--- config.mk ---
export PLATFORM = sky130hd
export DESIGN_NAME = regfile_mp_flat
export DESIGN_NICKNAME = d
export VERILOG_FILES = /design/src/rtl/regfile_mp_if.sv /design/src/rtl/regfile_mp.sv /design/src/flat_wrapper.sv
export SDC_FILE = /design/constraint.sdc
export NUM_CORES = 2
export LEC_CHECK = 0
export CORE_ASPECT_RATIO = 0.75
export CORE_MARGIN = 3
export CORE_UTILIZATION = 50
export CTS_CLUSTER_SIZE = 28
export DETAILED_ROUTE_END_ITERATION = 16
export GPL_TIMING_DRIVEN = 0
export PLACE_DENSITY = 0.66
export RECOVER_POWER = 50
export SLEW_MARGIN = 20
export SYNTH_ARGS = -nofsm -noshare
export SYNTH_HDL_FRONTEND = slang
export SYNTH_SLANG_ARGS = --single-unit
--- constraint.sdc ---
create_clock -name clk -period 108.4 [get_ports clk]
set_input_delay 21.68 -clock clk [delete_from_list [all_inputs] [get_ports clk]]
set_output_delay 21.68 -clock clk [all_outputs]
set_load 0.05 [all_outputs]
--- src/rtl/regfile_mp_if.sv ---
// Register file port bundle: read addresses/data/busy, write, alloc and busy count.
// The master side (decode/writeback) drives requests; the slave side (register file) returns registered results.
// No handshake: every field is sampled on each rising clock edge.
interface regfile_mp_if #(
  parameter int DATA_W = 32,
  parameter int ADDR_W = 5,
  parameter int NREAD  = 2
);
  logic [NREAD*ADDR_W-1:0] rd_addr;
  logic [NREAD*DATA_W-1:0] rd_data;
  logic [NREAD-1:0]        rd_busy;
  logic                    wr_en;
  logic [ADDR_W-1:0]       wr_addr;
  logic [DATA_W-1:0]       wr_data;
  logic                    alloc_en;
  logic [ADDR_W-1:0]       alloc_addr;
  logic [ADDR_W:0]         busy_cnt;

  modport master (
    output rd_addr, wr_en, wr_addr, wr_data, alloc_en, alloc_addr,
    input  rd_data, rd_busy, busy_cnt
  );

  modport slave (
    input  rd_addr, wr_en, wr_addr, wr_data, alloc_en, alloc_addr,
    output rd_data, rd_busy, busy_cnt
  );
endinterface

--- src/rtl/regfile_mp.sv ---
// Multi-port register file with per-register busy scoreboard and busy counter.
// Latency: reads registered, 1 cycle; writes/allocs take effect at the edge.
// Backpressure: none, every port accepts a request every cycle.
module regfile_mp #(
  parameter int DATA_W  = 32,
  parameter int ADDR_W  = 5,
  parameter int NREAD   = 2,
  parameter bit BYPASS  = 1'b0,
  parameter bit ZERO_R0 = 1'b1
) (
  input logic         clk,
  input logic         rst,
  regfile_mp_if.slave bus
);
  localparam int DEPTH = 1 << ADDR_W;
  localparam int CNT_W = ADDR_W + 1;

  logic [DATA_W-1:0]       mem [DEPTH];
  logic [DEPTH-1:0]        busy;
  logic [DEPTH-1:0]        busy_nxt;
  logic [CNT_W-1:0]        cnt;
  logic                    wr_ok;
  logic                    alloc_ok;
  logic                    cnt_inc;
  logic                    cnt_dec;
  logic [ADDR_W-1:0]       ra;
  logic [NREAD*DATA_W-1:0] rd_data_q;
  logic [NREAD*DATA_W-1:0] rd_data_nxt;
  logic [NREAD-1:0]        rd_busy_q;
  logic [NREAD-1:0]        rd_busy_nxt;

  // Qualify write/alloc: register 0 is immutable when it is hardwired to zero.
  always_comb begin
    wr_ok    = bus.wr_en    && !(ZERO_R0 && (bus.wr_addr    == '0));
    alloc_ok = bus.alloc_en && !(ZERO_R0 && (bus.alloc_addr == '0));
  end

  // Next busy vector: write clears, alloc sets, alloc applied last so it wins on the same address.
  always_comb begin
    busy_nxt = busy;
    if (wr_ok) begin
      busy_nxt[bus.wr_addr] = 1'b0;
    end
    if (alloc_ok) begin
      busy_nxt[bus.alloc_addr] = 1'b1;
    end
  end

  // Counter deltas track only real 0->1 and 1->0 transitions, so the count equals popcount(busy).
  always_comb begin
    cnt_inc = alloc_ok && !busy[bus.alloc_addr];
    cnt_dec = wr_ok && busy[bus.wr_addr] &&
              !(alloc_ok && (bus.alloc_addr == bus.wr_addr));
  end

  // Per-port read selection: array lookup, optional same-cycle write forwarding, zero register override.
  always_comb begin
    ra          = '0;
    rd_data_nxt = '0;
    rd_busy_nxt = '0;
    for (int i = 0; i < NREAD; i++) begin
      ra = bus.rd_addr[i*ADDR_W +: ADDR_W];
      rd_data_nxt[i*DATA_W +: DATA_W] = mem[ra];
      rd_busy_nxt[i]                  = busy[ra];
      // A same-cycle alloc is deliberately not forwarded; only the write is.
      if (BYPASS && wr_ok && (bus.wr_addr == ra)) begin
        rd_data_nxt[i*DATA_W +: DATA_W] = bus.wr_data;
        rd_busy_nxt[i]                  = 1'b0;
      end
      if (ZERO_R0 && (ra == '0)) begin
        rd_data_nxt[i*DATA_W +: DATA_W] = '0;
        rd_busy_nxt[i]                  = 1'b0;
      end
    end
  end

  // Architectural state: register array, busy bits and busy counter.
  always_ff @(posedge clk or posedge rst) begin
    if (rst) begin
      for (int k = 0; k < DEPTH; k++) begin
        mem[k] <= '0;
      end
      busy <= '0;
      cnt  <= '0;
    end else begin
      if (wr_ok) begin
        mem[bus.wr_addr] <= bus.wr_data;
      end
      busy <= busy_nxt;
      cnt  <= cnt + {{ADDR_W{1'b0}}, cnt_inc} - {{ADDR_W{1'b0}}, cnt_dec};
    end
  end

  // Registered read outputs, using pre-edge state (plus forwarding when enabled).
  always_ff @(posedge clk or posedge rst) begin
    if (rst) begin
      rd_data_q <= '0;
      rd_busy_q <= '0;
    end else begin
      rd_data_q <= rd_data_nxt;
      rd_busy_q <= rd_busy_nxt;
    end
  end

  assign bus.rd_data  = rd_data_q;
  assign bus.rd_busy  = rd_busy_q;
  assign bus.busy_cnt = cnt;
endmodule

--- src/flat_wrapper.sv ---
// flat-port wrapper written by rule: the top's interface ports become plain ports
module regfile_mp_flat 
#(
  parameter int DATA_W  = 32,
  parameter int ADDR_W  = 5,
  parameter int NREAD   = 2,
  parameter bit BYPASS  = 1'b0,
  parameter bit ZERO_R0 = 1'b1
)
  (clk, rst, bus_rd_addr, bus_wr_en, bus_wr_addr, bus_wr_data, bus_alloc_en, bus_alloc_addr, bus_rd_data, bus_rd_busy, bus_busy_cnt);
  regfile_mp_if #(.DATA_W(DATA_W), .ADDR_W(ADDR_W), .NREAD(NREAD)) bus_i ();
  input logic clk;
  input logic rst;
  input wire logic [$bits(bus_i.rd_addr)-1:0] bus_rd_addr;
  input wire logic [$bits(bus_i.wr_en)-1:0] bus_wr_en;
  input wire logic [$bits(bus_i.wr_addr)-1:0] bus_wr_addr;
  input wire logic [$bits(bus_i.wr_data)-1:0] bus_wr_data;
  input wire logic [$bits(bus_i.alloc_en)-1:0] bus_alloc_en;
  input wire logic [$bits(bus_i.alloc_addr)-1:0] bus_alloc_addr;
  output wire logic [$bits(bus_i.rd_data)-1:0] bus_rd_data;
  output wire logic [$bits(bus_i.rd_busy)-1:0] bus_rd_busy;
  output wire logic [$bits(bus_i.busy_cnt)-1:0] bus_busy_cnt;
  assign bus_i.rd_addr = bus_rd_addr;
  assign bus_i.wr_en = bus_wr_en;
  assign bus_i.wr_addr = bus_wr_addr;
  assign bus_i.wr_data = bus_wr_data;
  assign bus_i.alloc_en = bus_alloc_en;
  assign bus_i.alloc_addr = bus_alloc_addr;
  assign bus_rd_data = bus_i.rd_data;
  assign bus_rd_busy = bus_i.rd_busy;
  assign bus_busy_cnt = bus_i.busy_cnt;
  regfile_mp #(.DATA_W(DATA_W), .ADDR_W(ADDR_W), .NREAD(NREAD), .BYPASS(BYPASS), .ZERO_R0(ZERO_R0)) u_core (.clk(clk), .rst(rst), .bus(bus_i));
endmodule
==> results.cfg <==
[cts]
clk_pin_slew_ns = 0.07
numClockSinks = 1128
post-cts-setup-buffer-count = 0
clockBufferDepth = 3
ctsRootBufferMaster = clkbuf_16
h-tree-depth = 3
clk_latency_ns = 0.77
numCtsBuffers = 114
holdBufCountCts = 0
cts-resized-gates = 0
cts_tree = done

[synth]
syn_area_mm2 = 0.05855
synth_cell_types = 56
synth.avg_cell_area_um2 = 15.57
netlist_instances = 3760
synth_seq_cells = 1128
yosys.area.top_type_share_pct = 48.21
async_reset_ff_share_pct = 100.0
synthTopCellsByArea = dfrtp_1 48%, mux4_2 20%, mux2_2 19%
ys_seq_area_share_pct = 48.21
ys_warn_count = 0
synth-main-ff-cell = dfrtp_1
syn-num-nets = 3823
synth_largest_area_cell = dfrtp_1
synth_edf_count = 0

[final_layout]
final_cell_mix = 1128 x dfrtp_1, 992 x mux2_2, 511 x mux4_2
layout-drive-gt1-share_pct = 47.12
nets = 4068
area_delta_synth_final_pct = 12.24
fillers = 9300
register_area_mm2 = 0.02823
multi_input_area_mm2 = 0.02808
layout_commonest_cell = dfrtp_1

[route]
vias = 40380
drt-pass1-iter-count = 6
drt_iter0_drc = 5808
vias_per_cell = 7.140
final_antenna_net_count = 0
drc = 0
routed_wl_um = 225000
wl_per_cell_um = 39.78

[pwr]
power_density_mw_per_mm2 = 19.47
leakage_uw = 0.02819
finalPower_uw = 1279
peakVddDrop_uv = 13.19

[worst_setup_path]
cp_slowest_cell = clkbuf_1
cpPeakStageDelay_ns = 3.66
critPathKind = primary input to asynchronous set/reset pin
start_kind = primary input
crit_buf_inv = 6
critical-path-top-delay-family = buffers and inverters
cp.arrival_ns = 37.57
cp_common_cell = clkbuf_1
path_max_fanout = 100
endpoint_kind = asynchronous set/reset pin
cp_cell_sequence = dlygate4sd3_1 > clkinvlp_2 > clkbuf_1 > clkbuf_1 > clkbuf_1 > clkbuf_1
worstPathRequired_ns = 108.05

[timing]
final_max_slew_viol_count = 751
final.setup_skew_ns = 0.03883
setup_viol = 0
max_freq_mhz = 26.37
tns_ns = 0
finalCritPeriodShare_pct = 34.98
rsz0062_at_grt = false
maxSlewHeadroom_pct = -263.6
hold_violations = 0
tightest_slew_ns = 5.454
fin_crit_ns = 37.92

[worst_hold_path]
hold_path.class = flop to flop

[placed_design]
place_hpwl_um = 157600
io_buffers = 113
place_congestion = 0.9819

[die]
rows = 108
die_area_mm2 = 0.1213
initial_core_util_pct = 50.50
ios = 128
die_h_um = 302.4
core-area_mm2 = 0.1159
die_w_um = 401.2

[status]
status = complete, but fails checks
violations = capacitance limit, slew limit

[global_route]
grt_max_degree = 105
overflow = 0
gr-usage-all-layers_pct = 37.09
grt_pass1_wl_um = 311800
antenna_found_initial = 18
grt_pass1_vias = 39010

[flow_run]
maxCapViolCount = 9
[worst paths after layout]
kind / endpoint / slack [ns] / cells after the start / from
max reg2reg: u_core.bus.busy_cnt[4] / 105.20 / 11 / u_core.busy[15]
min reg2reg: u_core.mem[1019] / 0.48 / 1 / u_core.mem[1019]
max: u_core.mem[722] / 70.48 / 6 / rst
max in group clk: u_core.bus.rd_data[58] / 82.84 / 8 / bus_rd_addr[7]
min in group asynchronous: u_core.mem[323] / 21.70 / 2 / rst
min: u_core.mem[1019] / 0.48 / 1 / u_core.mem[1019]
[layer usage]
layer	vias up	routed length [um]	track usage [%]
met5	-	148	0
met4	10	10890	15.13
met3	582	35350	18.24
met2	2909	89940	49.40
met1	21680	88650	51.54
li1	15190	-	-
[where the power goes]
part / switching [uW] / internal (uW) / leakage (uW)
sequential: 61.8 / 502 / 0.0144
clock: 180 / 235 / 0.00189
combinational: 148 / 153 / 0.0119
[metrics by stage]
step                hold WS [ns]  utilization (%)  setup slack (ns)  cells  instance area (um^2)
global route              0.5015            56.65             67.67   5639                 65680
finish                    0.4826            56.69             70.48   5655                 65720
detailed placement        0.4651            53.53             82.51   5428                 62060
CTS                       0.4797            56.83             83.28   5637                 65890
global placement          0.4577            53.14             40.97   5413                 61610
floorplan                 0.4413                -             54.95   3760                 58550
[cell families (layout without fill, tap and decap cells)]
family                     count (synthesis)  count (layout)  share of synthesized area [%]
DFF                                     1128            1128                          48.21
xor gates and xnor gates                   9               9                         0.1346
buffers and inverters                    482             820                          3.919
other                                      0              17                              0
muxes                                   1667            1667                          41.54
AOI/OAI and AO/OA                        322             322                          4.725
and+or+nand+nor                          145             145                          1.314
adders and majority gates                  7               7                         0.1624
[layout make-up]
cell class / instances / share of cell area, %
plain buffers: 439 / 3.225
clock inverters: 49 / 0.8795
clock buffers: 160 / 4.940
well taps: 1540 / 2.932
inverters: 43 / 0.2475
diodes: 17 / 0.06473
multi-input cells: 2150 / 42.72
flip-flops and latches: 1128 / 42.95
repair buffers: 129 / 2.037
[flip-flops by register name, summed over array words and instances, names as in the netlist]
| signal | flops |
|---|---|
| u_core.busy | 32 |
| u_core.bus.rd_data | 64 |
| u_core.bus.busy_cnt | 6 |
| u_core.mem | 1024 |
| u_core.bus.rd_busy | 2 |
[synthesized netlist by cell type, types with 23 or more instances]
cell type	count
o21ai_0	23
a22o_1	74
buf_2	157
o22ai_1	34
dfrtp_1	1128
a211oi_1	33
nor3_1	40
nand2_1	26
mux2i_1	163
clkinv_1	33
o221ai_1	66
clkbuf_1	217
mux4_2	511
mux2_2	993
buf_6	27
No activity file was read; power rests on OpenSTA's default activity.
